<file path="config.mk">
export PLATFORM = sky130hd
export DESIGN_NAME = nco_config_ctrl
export DESIGN_NICKNAME = d
export VERILOG_FILES = /design/src/rtl/nco_config_ctrl.sv
export SDC_FILE = /design/constraint.sdc
export NUM_CORES = 1
export LEC_CHECK = 0
export CORE_MARGIN = 3
export CORE_UTILIZATION = 35
export DETAILED_ROUTE_END_ITERATION = 6
export PLACE_DENSITY = 0.5
export SYNTH_ARGS = -nofsm -noshare
export SYNTH_HDL_FRONTEND = slang
export SYNTH_SLANG_ARGS = --single-unit
</file>
<file path="constraint.sdc">
create_clock -name clk_4MHz -period 6.2 [get_ports clk_4MHz]
set_input_delay 0.62 -clock clk_4MHz [delete_from_list [all_inputs] [get_ports clk_4MHz]]
set_output_delay 0.62 -clock clk_4MHz [all_outputs]
set_load 0.01 [all_outputs]
</file>
<file path="src/rtl/nco_config_ctrl.sv">
// nco_config_ctrl: keypad sequencer + BCD/unit to NCO tuning-word converter.
// Latency: freq_select sampled high to tw_valid = ACC_W+7 cycles (ACC_W+8 with ROUND_EN).
// Backpressure: none; cfg_req restarts from S_CLR at any time. Optional macro: ROUND_EN.
`timescale 1ns/1ps
module nco_config_ctrl #(
  parameter int          ACC_W    = 32,
  parameter int unsigned F_CLK_HZ = 4000000
) (
  input  logic             clk_4MHz,
  input  logic             rst,
  input  logic             cfg_req,
  input  logic             signal_select,
  input  logic             freq_select,
  input  logic [3:0]       signal_out,
  input  logic [3:0]       value_0,
  input  logic [3:0]       value_1,
  input  logic [3:0]       value_2,
  input  logic [3:0]       value_3,
  output logic [2:0]       state_out,
  output logic [ACC_W-1:0] tuning_word,
  output logic [3:0]       waveform,
  output logic             tw_valid,
  output logic             busy,
  output logic             cfg_err
);

  // Divisor is the clock in mHz; Nyquist limit is half of it.
  localparam logic [39:0] DIVISOR = 40'(F_CLK_HZ) * 40'd1000;
  localparam logic [39:0] NYQ_MHZ = 40'(F_CLK_HZ) * 40'd500;
  localparam logic [5:0]  DIV_LAST = 6'(ACC_W - 1);

  typedef enum logic [3:0] {
    S_CLR, S_SIG, S_FCLR, S_FENT, S_CHK, S_BCD, S_SCALE, S_DIV, S_RND, S_LOAD, S_IDLE
  } state_t;

  state_t           state;
  logic [3:0]       wf_cap;
  logic [3:0]       dig0, dig1, dig2, unit;
  logic [1:0]       step;
  logic [9:0]       n_val;
  logic [39:0]      rem;
  logic [ACC_W-1:0] quot;
  logic [5:0]       cnt;

  logic [3:0]       dig_sel;
  logic [39:0]      f_scaled;
  logic [40:0]      rem_sh;
  logic             rem_ge;
  logic             entry_bad;

  // Datapath helpers: current BCD digit, unit scaling, and one restoring-division step.
  always_comb begin
    dig_sel = dig0;
    case (step)
      2'd1:    dig_sel = dig1;
      2'd2:    dig_sel = dig2;
      default: dig_sel = dig0;
    endcase
    f_scaled = 40'(n_val);
    case (unit)
      4'hB:    f_scaled = 40'(n_val) * 40'd1000;
      4'hC:    f_scaled = 40'(n_val) * 40'd1000000;
      4'hD:    f_scaled = 40'(n_val) * 40'd1000000000;
      default: f_scaled = 40'(n_val);
    endcase
    rem_sh    = {rem, 1'b0};
    rem_ge    = (rem_sh >= {1'b0, DIVISOR});
    entry_bad = (dig0 > 4'd9) || (dig1 > 4'd9) || (dig2 > 4'd9) ||
                (unit < 4'hA) || (unit > 4'hD);
  end

  // Sequencer FSM with registered outputs; cfg_req overrides every state except S_CLR.
  always_ff @(posedge clk_4MHz) begin
    if (rst) begin
      state       <= S_CLR;
      state_out   <= 3'd0;
      tuning_word <= '0;
      waveform    <= 4'd0;
      tw_valid    <= 1'b0;
      busy        <= 1'b0;
      cfg_err     <= 1'b0;
      wf_cap      <= 4'd0;
      dig0        <= 4'd0;
      dig1        <= 4'd0;
      dig2        <= 4'd0;
      unit        <= 4'd0;
      step        <= 2'd0;
      n_val       <= 10'd0;
      rem         <= 40'd0;
      quot        <= '0;
      cnt         <= 6'd0;
    end else begin
      tw_valid <= 1'b0;
      if (cfg_req && state != S_CLR) begin
        state     <= S_CLR;
        state_out <= 3'd0;
        busy      <= 1'b0;
        cfg_err   <= 1'b0;
      end else begin
        case (state)
          S_CLR: begin
            cfg_err   <= 1'b0;
            state     <= S_SIG;
            state_out <= 3'd1;
          end
          S_SIG: begin
            if (signal_select) begin
              wf_cap    <= signal_out;
              state     <= S_FCLR;
              state_out <= 3'd2;
            end
          end
          S_FCLR: begin
            state     <= S_FENT;
            state_out <= 3'd3;
          end
          S_FENT: begin
            if (freq_select) begin
              dig0      <= value_0;
              dig1      <= value_1;
              dig2      <= value_2;
              unit      <= value_3;
              state     <= S_CHK;
              state_out <= 3'd4;
              busy      <= 1'b1;
            end
          end
          S_CHK: begin
            if (entry_bad) begin
              cfg_err   <= 1'b1;
              state     <= S_IDLE;
              state_out <= 3'd5;
              busy      <= 1'b0;
            end else begin
              n_val <= 10'd0;
              step  <= 2'd0;
              state <= S_BCD;
            end
          end
          S_BCD: begin
            // Horner accumulate: max value 999 fits in 10 bits.
            n_val <= n_val * 10'd10 + {6'd0, dig_sel};
            step  <= step + 2'd1;
            if (step == 2'd2) state <= S_SCALE;
          end
          S_SCALE: begin
            if (f_scaled > NYQ_MHZ) begin
              cfg_err   <= 1'b1;
              state     <= S_IDLE;
              state_out <= 3'd5;
              busy      <= 1'b0;
            end else begin
              rem   <= f_scaled;
              quot  <= '0;
              cnt   <= 6'd0;
              state <= S_DIV;
            end
          end
          S_DIV: begin
            // Remainder stays below DIVISOR, so the difference fits back in 40 bits.
            if (rem_ge) begin
              rem  <= 40'(rem_sh - {1'b0, DIVISOR});
              quot <= {quot[ACC_W-2:0], 1'b1};
            end else begin
              rem  <= rem_sh[39:0];
              quot <= {quot[ACC_W-2:0], 1'b0};
            end
            cnt <= cnt + 6'd1;
            if (cnt == DIV_LAST) begin
`ifdef ROUND_EN
              state     <= S_RND;
`else
              state     <= S_LOAD;
              state_out <= 3'd5;
`endif
            end
          end
          S_RND: begin
            // Final remainder doubled against the divisor gives round-half-up.
            if (rem_ge && quot != '1) quot <= quot + 1'b1;
            state     <= S_LOAD;
            state_out <= 3'd5;
          end
          S_LOAD: begin
            tuning_word <= quot;
            waveform    <= wf_cap;
            tw_valid    <= 1'b1;
            state       <= S_IDLE;
            busy        <= 1'b0;
          end
          S_IDLE: begin
            state <= S_IDLE;
          end
          default: begin
            state     <= S_CLR;
            state_out <= 3'd0;
            busy      <= 1'b0;
          end
        endcase
      end
    end
  end

endmodule
</file>
# After elaboration in Yosys (flattened, before gate mapping)

Cells that the tools add are included.

Register bits: 156
Input port bits: 25
Output and inout port bits: 42
Word-level logic and storage cells: 124

Add/sub/neg operators: 5
Multiply operators: 4
Order comparisons: 7
Equality and inequality tests: 26
Multiplexer cells: 36
Bitwise logic cells: 3
Reductions and logical operators: 26

Operators with widths:

| cell                                                                              | count |
|---|---|
| 40-bit case mux with 3 select lines                                               | 1 |
| 32-bit case mux with 3 select lines                                               | 1 |
| 40-bit 2-to-1 mux                                                                 | 2 |
| 40-bit case mux with 2 select lines                                               | 1 |
| 32-bit 2-to-1 mux                                                                 | 2 |
| 41-bit by 32-bit >= comparator with 1-bit output, second input constant           | 1 |
| 40-bit by 31-bit greater-than comparator with 1-bit output, second input constant | 1 |
| 4-bit case mux with 10 select lines                                               | 1 |
| 40-bit by 32-bit subtractor with 40-bit output, second input constant             | 1 |
| 32-bit by 1-bit adder with 32-bit output, second input constant                   | 1 |
| 32-bit != test, second input constant                                             | 1 |
| 10-bit by 21-bit multiplier with 31-bit output, second input constant             | 1 |
| 3-bit case mux with 9 select lines                                                | 1 |
| 4-bit equality test, second input constant                                        | 6 |
| 10-bit by 14-bit multiplier with 24-bit output, second input constant             | 1 |
| 4-bit 2-to-1 mux                                                                  | 6 |
| 10-bit case mux with 2 select lines                                               | 1 |
| 2-bit != test, second input constant                                              | 9 |
| 10-bit by 7-bit multiplier with 17-bit output, second input constant              | 1 |
| 4-bit by 3-bit equality test with 1-bit output, second input constant             | 4 |
| 4-bit greater-than comparator, second input constant                              | 4 |
| 3-bit 2-to-1 mux                                                                  | 5 |
| 3-bit AND reduction                                                               | 5 |
| 6-bit case mux with 2 select lines                                                | 1 |
| 31 further kinds                                                                  | 49 |

# Depth between registers and ports, before layout

Depth in word-level cells: 7
Depth in mapped cells: 26

# Worst setup path after synthesis

No wires, ideal clock.

Kind: register -> register
From: register n_val[8]
To: register state_out[0]
Setup time: 0.116 ns
Arrival: 6.544 ns
Required time: 6.084 ns
Path slack: -0.460 ns
Stages on the path, launching flop included: 23
Path buffers: 1
Cell sequence: dfxtp_1 > inv_1 > ha_1 > inv_1 > fa_1 > fa_1 > fa_1 > inv_1 > fa_1 > inv_1 > ha_1 > clkbuf_1 > and3_1 > nand4_1 > o211ai_1 > xnor2_1 > nor2_1 > or4_4 > a2111oi_4 > o2bb2ai_2 > a22o_4 > or4_1 > o211a_1

Word-level cells in the longest chain between the ends: 5
Elaborated cells on any way between the ends: 7
Classes of those cells: mul (3); order compare (1); eq/ne (1); mux (1); reduce/logical (1)

Ends and longest elaborated chain:

| item                                                                         | RTL line | text |
|---|---|---|
| from (decl)                                                                  | 40       | `logic [9:0] n_val;` |
| from (signal assigned)                                                       | 142      | `n_val <= n_val * 10'd10 + {6'd0, dig_sel};` |
| 10-bit by 21-bit multiplier with 31-bit output, or another cell as far along | 63       | `4'hD: f_scaled = 40'(n_val) * 40'd1000000000;` |
| 40-bit case mux with 3 select lines *                                        | 60       | `case (unit)` |
| 40-bit by 31-bit greater-than comparator with 1-bit output *                 | 147      | `if (f_scaled > NYQ_MHZ) begin` |
| 2-bit != test (no line) *                                                    | -        |  |
| 6-bit AND reduction (no line) *                                              | -        |  |
| to (signal assigned)                                                         | 76       | `state_out <= 3'd0;` |
| to (signal assigned)                                                         | 150      | `state_out <= 3'd5;` |
| to (signal assigned)                                                         | 174      | `state_out <= 3'd5;` |
| to (decl)                                                                    | 19       | `output logic [2:0] state_out,` |

Mark *: on every way between the ends. The rest lies on a longest branch, timed or not.
A chain may end at the register's enable or synchronous reset.

# Worst setup path in the final report

From: register n_val[3]
To: register quot[18]

Word-level cells in the longest chain between the ends: 5
Elaborated cells on any way between the ends: 7
Classes of those cells: mul (3); order compare (1); eq/ne (1); mux (1); reduce/logical (1)

Ends and longest elaborated chain:

| item                                                                         | RTL line | text |
|---|---|---|
| 10-bit by 21-bit multiplier with 31-bit output, or another cell as far along | 63       |  |
| 40-bit case mux with 3 select lines *                                        | 60       |  |
| 40-bit by 31-bit greater-than comparator with 1-bit output *                 | 147      |  |
| 2-bit != test (no line) *                                                    | -        |  |
| 4-bit AND reduction (no line) *                                              | -        |  |
| to (signal assigned)                                                         | 163      | `quot <= {quot[ACC_W-2:0], 1'b1};` |
| to (signal assigned)                                                         | 166      | `quot <= {quot[ACC_W-2:0], 1'b0};` |
| to (signal assigned)                                                         | 180      | `if (rem_ge && quot != '1) quot <= quot + 1'b1;` |
| to (decl)                                                                    | 42       | `logic [ACC_W-1:0] quot;` |

Marks and branches as above.

==> flow_metrics.py <==
metrics = {
    "synthesis": {
        "avgSynthCellArea_um2": 8.065,
        "synth_flop_cell": "dfxtp_1",
        "synth-edff-count": 0,
        "synthArstFlopShare_pct": 0,
        "synth_top_area_share_pct": 18.93,
        "synth.largest_area_cell": "dfxtp_1",
        "yosysUniqueCellTypes": 82,
        "synth-seq-cells": 156,
        "synth.area.top_cells": "dfxtp_1, ha_1, fa_1",
        "syn_nets": 2384,
        "postSynthCellCount": 2045,
        "synthesis.area_um2": 16490,
        "yosysWarnings": 0,
        "synth-seq-area-share_pct": 18.93,
    },
    "critical_path": {
        "r2r-end": "quot[18]",
        "cp_slowest_stage_delay_ns": 0.55,
        "crit_family": "adder cells",
        "cp-endpoint": "quot[18]",
        "reg2reg_depth": 25,
        "cp_num_cells": 25,
        "required_ns": 6.49,
        "slowest_stage": "fa_2",
        "worstSetupStartpoint": "n_val[3]",
        "worstPathMaxFanout": 9,
        "crit_type": "flip-flop to flip-flop",
        "cp.arrival_ns": 6.65,
        "crit_top_cell": "fa_2",
        "r2r_start": "n_val[3]",
        "worst_setup_path_start_kind": "flip-flop",
        "crit_buf_inv": 7,
        "cp-end-kind": "flip-flop",
        "reg2reg_slack_ns": -0.17,
    },
    "layout": {
        "drive_gt1_share_pct": 21.21,
        "n_antenna_cell": 0,
        "final_area_um2": 21460,
        "area_delta_synth_final_pct": 30.09,
        "final_common_cell": "nand2_1",
        "fin_nets": 2641,
        "final_cells": 2915,
        "final_cell_mix": "nand2_1, buf_4, inv_1, a21oi_1, ha_1",
    },
    "cts": {
        "root_buffer": "clkbuf_16",
        "clock_path_buffers": 2,
        "clk_latency_ns": 0.46,
        "cts_sinks": 156,
        "clk_pin_slew_worst_paths_ns": 0.08,
        "cts_made_buffers": 17,
        "holdBufCountCts": 0,
        "htree_levels": 4,
        "cts_tree": "yes",
    },
    "sta": {
        "setup_ws_ns": -0.1685,
        "setup_viol": 79,
        "hold_viol": 0,
        "period_share_pct": 102.7,
        "rsz0062_at_grt": "yes",
        "slew_headroom_pct": 27.56,
        "clock_skew_ns": 0.01837,
        "finalMaxSlewViolations": 0,
        "whs_ns": 0.4538,
        "period_needed_ns": 6.369,
        "fmax_mhz": 157.0,
        "tightest_slew_ns": 1.084,
    },
    "placement": {
        "hpwl_um": 43200,
        "gp_congestion": 0.9232,
        "dp.cells": 2836,
        "dpl_cell_area_um2": 19330,
        "port_buffers": 66,
        "pre_cts_ws_ns": -0.3449,
    },
    "power_and_ir_drop": {
        "p_switching_mw": 0.6154,
        "seqPwrFrac_pct": 45.7,
        "cellLeakagePower_nw": 9.529,
        "peakVddDrop_mv": 0.2037,
        "pwr_density_cell_nw_per_um2": 104.6,
        "p_clk_share_pct": 49.1,
        "pwr-share-comb_pct": 5.2,
        "sw_frac_of_total_pct": 27.42,
        "p_int_mw": 1.629,
    },
    "route": {
        "drc": 0,
        "routed_wirelength_um": 55600,
        "vias": 15706,
        "via_per_inst": 5.388,
        "drt-initial-drc-count": 1054,
        "ant_nets": 0,
        "wl_per_cell_um": 19.07,
        "dr.pass1.iters": 5,
    },
    "die": {
        "die_width_um": 223.1,
        "fp-row-count": 78,
        "fp.dieArea_um2": 49760,
        "die_h_um": 223.1,
        "ios": 67,
        "core_um2": 45970,
        "start_util_pct": 35.88,
    },
    "status": {
        "violations": "negative setup slack",
        "status": "complete, but fails checks",
    },
    "global_routing": {
        "track_usage_pct": 21.97,
        "antenna_found_initial": 0,
        "gr-total-overflow": 0,
        "grt_pass1_vias": 15838,
        "grt_max_degree": 79,
        "grt_pass1_wl_um": 87040,
    },
    "hold_path": {
        "hp-class": "flip-flop to flip-flop",
    },
    "job": {
        "max_cap_viol_count": 0,
    },
}
-- timing repair --
item                       CTS  global route
pin swaps                   49            45
resized for setup           99           120
setup endpoints to repair   85            86
cloned                       2             6
buffers inserted            27            14
-- final cells by class --
cell class / instances / area, um^2
Tap cell: 600 / 750.7
Timing Repair Buffer: 333 / 2920
Sequential cell: 156 / 3154
Clock inverter: 14 / 168.9
Inverter: 234 / 895.9
Multi-Input combinational cell: 1560 / 13140
Clock buffer: 18 / 429.2
Fill cell: 4506 / 24510
-- how the worst min path moves through the flow --
stage / from / endpoint / slack (ns) / cells past startpoint
final: tuning_word[14] / tuning_word[14] / 0.45 / 2
after global routing: wf_cap[1] / waveform[1] / 0.47 / 2
after global placement: waveform[0] / waveform[0] / 0.44 / 2
after detailed placement: tuning_word[14] / tuning_word[14] / 0.45 / 2
after CTS: tuning_word[14] / tuning_word[14] / 0.46 / 2
after floorplan: wf_cap[0] / waveform[0] / 0.43 / 2
-- tightest hold or removal path: cells and delay by family (launching register included) --
family | cells | cell delay [ns]
AO/OA/AOI/OAI | 1 | 0.05
flip-flops | 1 | 0.31
AND/OR/NAND/NOR | 1 | 0.05
-- stage by stage --
stage | setup TNS (ns) | total power [mW] | utilization [%]
floorplan | -0.05449 | 1.108 | -
detailed placement | -18.37 | 1.155 | 42.05
global route | -20.17 | 2.326 | 46.68
global placement | -17.17 | 1.155 | 42.05
finish | -5.651 | 2.245 | 46.68
CTS | -0.4408 | 2.271 | 45.06
-- cell usage after synthesis (17+ instances only) --
master	n
o211ai_1	43
ha_1	196
fa_1	118
nor3_1	45
and3_1	19
mux2i_1	21
xor2_1	29
nand2_1	256
xnor2_1	55
inv_1	233
a21oi_1	202
nand3_1	48
nand4_1	18
dfxtp_1	156
clkbuf_1	83
a21o_1	17
nor2_1	119
o21ai_0	71
-- logic make-up (layout without fill, tap and decap cells) --
logic type	count (synthesis)	after routing	share of synthesized area, %
DFF	156	156	18.93
buffers and inverters	330	599	7.632
AOI/OAI and AO/OA	527	528	20.91
xor gates and xnor gates	84	84	4.461
adders and majority gates	314	314	29.19
and+or+nand+nor	610	610	17.39
muxes	24	24	1.479
-- power groups by stage --
stage	registers [mW]	logic, mW	clock network [mW]
after CTS	1.02	0.109	1.14
after global routing	1.03	0.127	1.17
after detailed placement	1.05	0.107	0
final	1.02	0.117	1.10
after floorplan	1.04	0.0699	0
after global placement	1.05	0.107	0
-- per-layer routing --
layer / GRT usage [%] / vias to the layer above / routed length, um
met4: 5.476 / 0 / 1024
met1: 30.26 / 7684 / 26260
met3: 3.329 / 55 / 2186
met2: 36.17 / 316 / 26130
met5: 0 / - / 0
li1: - / 7651 / -
-- sequential cells by signal, indices dropped and copies added (netlist names), 2 cells and up --
name / cells
cnt: 6
quot: 32
dig0: 4
state: 4
dig1: 4
tuning_word: 32
dig2: 4
rem: 40
n_val: 10
waveform: 4
state_out: 3
wf_cap: 4
unit: 4
step: 2
Note: power is estimated with default switching activity, not from simulation.
